<file path="src/rtl/btn_pkg.sv">
// Shared types and constants for the push-button debouncer.
package btn_pkg;

  localparam int unsigned PressCountW = 4;

  typedef enum logic [1:0] {
    StIdle,
    StArmPress,
    StPressed,
    StArmRelease
  } btn_state_e;

endpackage

</file>
<file path="src/rtl/btn_sync.sv">
// Two-flop synchronizer that brings the raw button level into the clk domain.
module btn_sync (
  input  logic clk,
  input  logic rst,
  input  logic d,
  output logic q
);

  logic r_meta;
  logic r_q;

  always_ff @(posedge clk) begin
    if (rst) begin
      r_meta <= 1'b0;
      r_q    <= 1'b0;
    end else begin
      r_meta <= d;
      r_q    <= r_meta;
    end
  end

  assign q = r_q;

endmodule

</file>
<file path="src/rtl/btn_debounce_counter.sv">
// Debounced push-button with press/release strobes and a modulo-16 press counter.
// Optional auto-repeat while held is enabled by defining BTN_AUTOREPEAT_EN.
module btn_debounce_counter
  import btn_pkg::*;
#(
  parameter int unsigned LOG2DEBOUNCE = 22,
  parameter int unsigned LOG2REPEAT   = 24
) (
  input  logic                   clk,
  input  logic                   rst,
  input  logic                   btn,
  output logic                   btn_level,
  output logic                   press_pulse,
  output logic                   release_pulse,
  output logic [PressCountW-1:0] press_count
);

`ifdef BTN_AUTOREPEAT_EN
  localparam int unsigned TimerW =
    (LOG2REPEAT > LOG2DEBOUNCE) ? LOG2REPEAT : LOG2DEBOUNCE;
  localparam logic [TimerW-1:0] RepeatLast = TimerW'((64'd1 << LOG2REPEAT) - 64'd1);
`else
  localparam int unsigned TimerW = LOG2DEBOUNCE;
`endif
  localparam logic [TimerW-1:0] DebounceLast = TimerW'((64'd1 << LOG2DEBOUNCE) - 64'd1);

  if (LOG2DEBOUNCE == 0 || LOG2DEBOUNCE > 31 || LOG2REPEAT == 0 || LOG2REPEAT > 31)
  begin : g_bad_param
    $error("btn_debounce_counter: LOG2DEBOUNCE/LOG2REPEAT must be in 1..31");
  end

  logic                   w_btn_s;
  btn_state_e             r_state;
  logic [TimerW-1:0]      r_timer;
  logic                   r_level;
  logic                   r_press;
  logic                   r_release;
  logic [PressCountW-1:0] r_count;

  btn_sync u_sync (
    .clk (clk),
    .rst (rst),
    .d   (btn),
    .q   (w_btn_s)
  );

  always_ff @(posedge clk) begin
    if (rst) begin
      r_state   <= StIdle;
      r_timer   <= '0;
      r_level   <= 1'b0;
      r_press   <= 1'b0;
      r_release <= 1'b0;
      r_count   <= '0;
    end else begin
      r_press   <= 1'b0;
      r_release <= 1'b0;
      case (r_state)
        StIdle: begin
          if (w_btn_s) begin
            r_state <= StArmPress;
            r_timer <= '0;
          end
        end
        StArmPress: begin
          if (!w_btn_s) begin
            r_state <= StIdle;
          end else if (r_timer == DebounceLast) begin
            r_state <= StPressed;
            r_timer <= '0;
            r_level <= 1'b1;
            r_press <= 1'b1;
            r_count <= r_count + 1'b1;
          end else begin
            r_timer <= r_timer + 1'b1;
          end
        end
        StPressed: begin
          if (!w_btn_s) begin
            r_state <= StArmRelease;
            r_timer <= '0;
`ifdef BTN_AUTOREPEAT_EN
          end else if (r_timer == RepeatLast) begin
            r_timer <= '0;
            r_press <= 1'b1;
            r_count <= r_count + 1'b1;
          end else begin
            r_timer <= r_timer + 1'b1;
`endif
          end
        end
        StArmRelease: begin
          // A rise here is bounce: return silently and restart the repeat period.
          if (w_btn_s) begin
            r_state <= StPressed;
            r_timer <= '0;
          end else if (r_timer == DebounceLast) begin
            r_state   <= StIdle;
            r_level   <= 1'b0;
            r_release <= 1'b1;
          end else begin
            r_timer <= r_timer + 1'b1;
          end
        end
        default: r_state <= StIdle;
      endcase
    end
  end

  assign btn_level     = r_level;
  assign press_pulse   = r_press;
  assign release_pulse = r_release;
  assign press_count   = r_count;

endmodule

</file>
<file path="config.mk">
export PLATFORM = sky130hd
export DESIGN_NAME = btn_debounce_counter
export DESIGN_NICKNAME = d
export VERILOG_FILES = /design/src/rtl/btn_pkg.sv /design/src/rtl/btn_sync.sv /design/src/rtl/btn_debounce_counter.sv
export SDC_FILE = /design/constraint.sdc
export NUM_CORES = 1
export LEC_CHECK = 0
export BUFFER_PORTS_ARGS = -buffer_cell sky130_fd_sc_hd__buf_2
export CORE_ASPECT_RATIO = 0.8
export CORE_MARGIN = 2
export CORE_UTILIZATION = 30
export DETAILED_ROUTE_END_ITERATION = 10
export PLACE_DENSITY = 0.55
export SYNTH_ARGS = -nofsm -noshare
export SYNTH_HDL_FRONTEND = slang
export SYNTH_SLANG_ARGS = --single-unit
</file>
<file path="constraint.sdc">
create_clock -name clk -period 2 [get_ports clk]
set_input_delay 0.2 -clock clk [delete_from_list [all_inputs] [get_ports clk]]
set_output_delay 0.2 -clock clk [all_outputs]
set_load 0.005 [all_outputs]
</file>
==> results.toml <==
[run_status]
status = "finished clean"

[placement]
dp_hpwl_um = 2520
port_buffers = 9
gp_congestion = 0.824

[floorplanning]
die_h_um = 70.4
core_region_area_mm2 = 0.00538
die_w_um = 87.1
num_rows = 24
io_pins = 10
start_util_pct = 30.8
dieArea_mm2 = 0.00613

[job]
drv_cap = 0

[setup_path]
startpoint_type = "register"
cp_common_cell = "and4_4"
cpPeakStageDelay_ns = 0.39
endpoint_kind = "register"
crit_fanout = 10
cp-startpoint = "r_timer[0]"
crit_chain = "ha_1 > and4_4 > and4_4 > a31o_4 > buf_4 > or4_1 > a21oi_1"
crit_arrival_ns = 2.14
critPathRequiredTime_ns = 2.22
critPathTopFamily = "simple AND/OR/NAND/NOR gates"
r2r_slack_ns = 0.08
reg2reg_from = "r_timer[0]"
worstSetupPathType = "register to register"
cp_slowest_cell = "or4_1"
crit_buf_inv = 1

[layout]
final_common_cell = "dfxtp_1"
mostFrequentLayoutCells = "dfxtp_1 (32), buf_4 (20), a21oi_1 (19), nand2_1 (12), nand3_1 (11)"
drive_gt1_share_pct = 21.8
nets = 220
diodes = 0
area_delta_synth_final_pct = 21.4

[routing]
top_layer = "met4"
drtIter0Drc = 89
wl_um = 3630
antenna_left = 0
vias_per_cell = 5.22
dr_total_vias = 1468
wire_per_inst_um = 12.9
wirelength_met1_um = 1950
wl_met2_um = 1530
wl_met3_um = 109
first_pass_iters = 5
drcViolationCount = 0

[cts]
clk_pin_slew_ns = 0.07
numCtsBuffers = 5
clock_sinks = 33
holdBufCountCts = 0
cts_tree = "built"
cts-root-buf = "clkbuf_8"
worstSkewPairLatency_ns = 0.29
max-clock-path-buffers = 2
htree_levels = 2

[synth]
syn_area_per_cell_um2 = 8.90
netlist_area_mm2 = 0.00166
synth.yosys.seq_area_share_pct = 39.9
synthArstFlopShare_pct = 0
synth_ff_type = "dfxtp_1"
synth-warning-count = 0
syn_inst = 186
synth_cell_types = 48
ys_seq_elements = 33
synth_nets = 191
synth_edf_count = 0

[power]
p_per_area_mw_per_mm2 = 636
leakage_nw = 0.758
ir_worst_vdd_v = 0.000267
power.total_mw = 1.28

[sta]
tightestPinTransition_ns = 0.383
hold_ws_ns = 0.127
setup_viol = 0
setup_tns_ns = 0
fin_crit_sh_pct = 95.9
slew_viol_final = 0
grt_setup_unrepaired = "no"
fin_crit_ns = 1.92
final-hold-violation-count = 0
worst_slew_margin_rel_pct = 74.3
max_clock_freq_ghz = 0.521
skew_ns = 0.00818

[min_path]
hold_class = "primary input to register"
min-delay-start = "btn"

[global_routing]
grt_pass1_vias = 1401
track_usage_pct = 13.7
grt_pass1_wl_um = 6600
antenna_found_initial = 0
grt-ovfl-total = 0
grt_max_degree = 16
==> stage by stage <==
stage	instances	utilization [%]	area (µm²)	worst slack, ns
CTS	277	36.5	1960	0.0206
global route	281	37.4	2010	0.000300
finish	281	37.4	2010	0.0818
global placement	269	34.6	1860	0.0631
floorplan	186	-	1660	0.0803
detailed placement	269	34.6	1860	0.0333
==> kinds of logic (layout without fill, tap and decap cells) <==
kind of cell | count (synthesis) | after routing | synth area share, %
adders and majority gates | 2 | 2 | 1.51
and+or+nand+nor | 83 | 83 | 30.5
AOI/OAI and AO/OA | 53 | 53 | 21.7
muxes | 1 | 1 | 0.605
DFF | 33 | 33 | 39.9
xor gates and xnor gates | 5 | 5 | 2.65
buffers and inverters | 9 | 39 | 3.10
==> state kept, by name, summed over array words and instances, names as in the netlist, named ones only <==
| register | count |
|---|---|
| r_state | 1 |
| press_pulse | 1 |
| u_sync.q | 1 |
| r_timer | 22 |
| btn_level | 1 |
| release_pulse | 1 |
| u_sync.r_meta | 1 |
| press_count | 4 |
==> worst paths after layout <==
| check | end | depth (start not counted) |
|---|---|---|
| hold reg to reg | u_sync.q | 1 |
| hold / removal | u_sync.r_meta | 2 |
| setup reg to reg | r_timer[14] | 7 |
| setup / recovery | r_timer[14] | 7 |
==> worst register-to-register path: stages, from the launching register on <==
cell and delay, ns:
dfxtp_1 0.31, ha_1 0.20, and4_4 0.21, and4_4 0.19, a31o_4 0.25, buf_4 0.16
or4_1 0.39, a21oi_1 0.14
==> report_power, final <==
| group | total, mW | internal [mW] | switching (mW) |
|---|---|---|---|
| sequential | 0.666 | 0.662 | 0.00389 |
| combinational | 0.0559 | 0.0222 | 0.0337 |
| clock | 0.557 | 0.311 | 0.246 |
==> routing by layer <==
| layer | GRT usage (%) | vias to the layer above |
|---|---|---|
| li1 | - | 765 |
| met1 | 19.8 | 681 |
| met4 | 5.21 | 0 |
| met3 | 3.90 | 4 |
| met5 | 0 | - |
| met2 | 18.9 | 18 |
==> area by class of cell <==
cell class,instances,area [µm²]
Fill cell,537,3370
Inverter,2,7.51
Tap cell,65,81.3
Clock inverter,1,5.00
Sequential cell,33,662
Timing Repair Buffer,29,195
Clock buffer,7,96.3
Multi-Input combinational cell,144,962
==> synthesized netlist by cell type, types with 2 or more instances <==
cell type,number,area share [%]
a211o_1,2,1.1
a21o_1,2,0.91
a21oi_1,19,5.7
a221o_1,2,1.2
and2_1,2,0.76
and2b_1,2,0.91
and3_1,5,1.9
and4_1,2,1.1
and4_4,2,1.4
buf_2,2,0.60
buf_4,2,0.91
clkbuf_1,2,0.45
dfxtp_1,33,40
ha_1,2,1.5
inv_1,2,0.45
nand2_1,12,2.7
nand3_1,11,3.3
nand4_1,5,1.9
nor2_1,10,2.3
nor2b_1,5,1.9
nor3_1,5,1.5
nor3b_1,2,0.91
o21ai_0,4,1.2
o21ai_1,8,2.4
o31ai_1,5,2.3
or3_1,9,3.4
or4_1,5,2.3
xnor2_1,3,1.6
xor2_1,2,1.1
==> repair_timing <==
action,4_1_cts,5_1_grt
resized for setup,0,3
setup endpoints to repair,0,17
setup buffers,0,4
(Power assumes the default switching activity.)
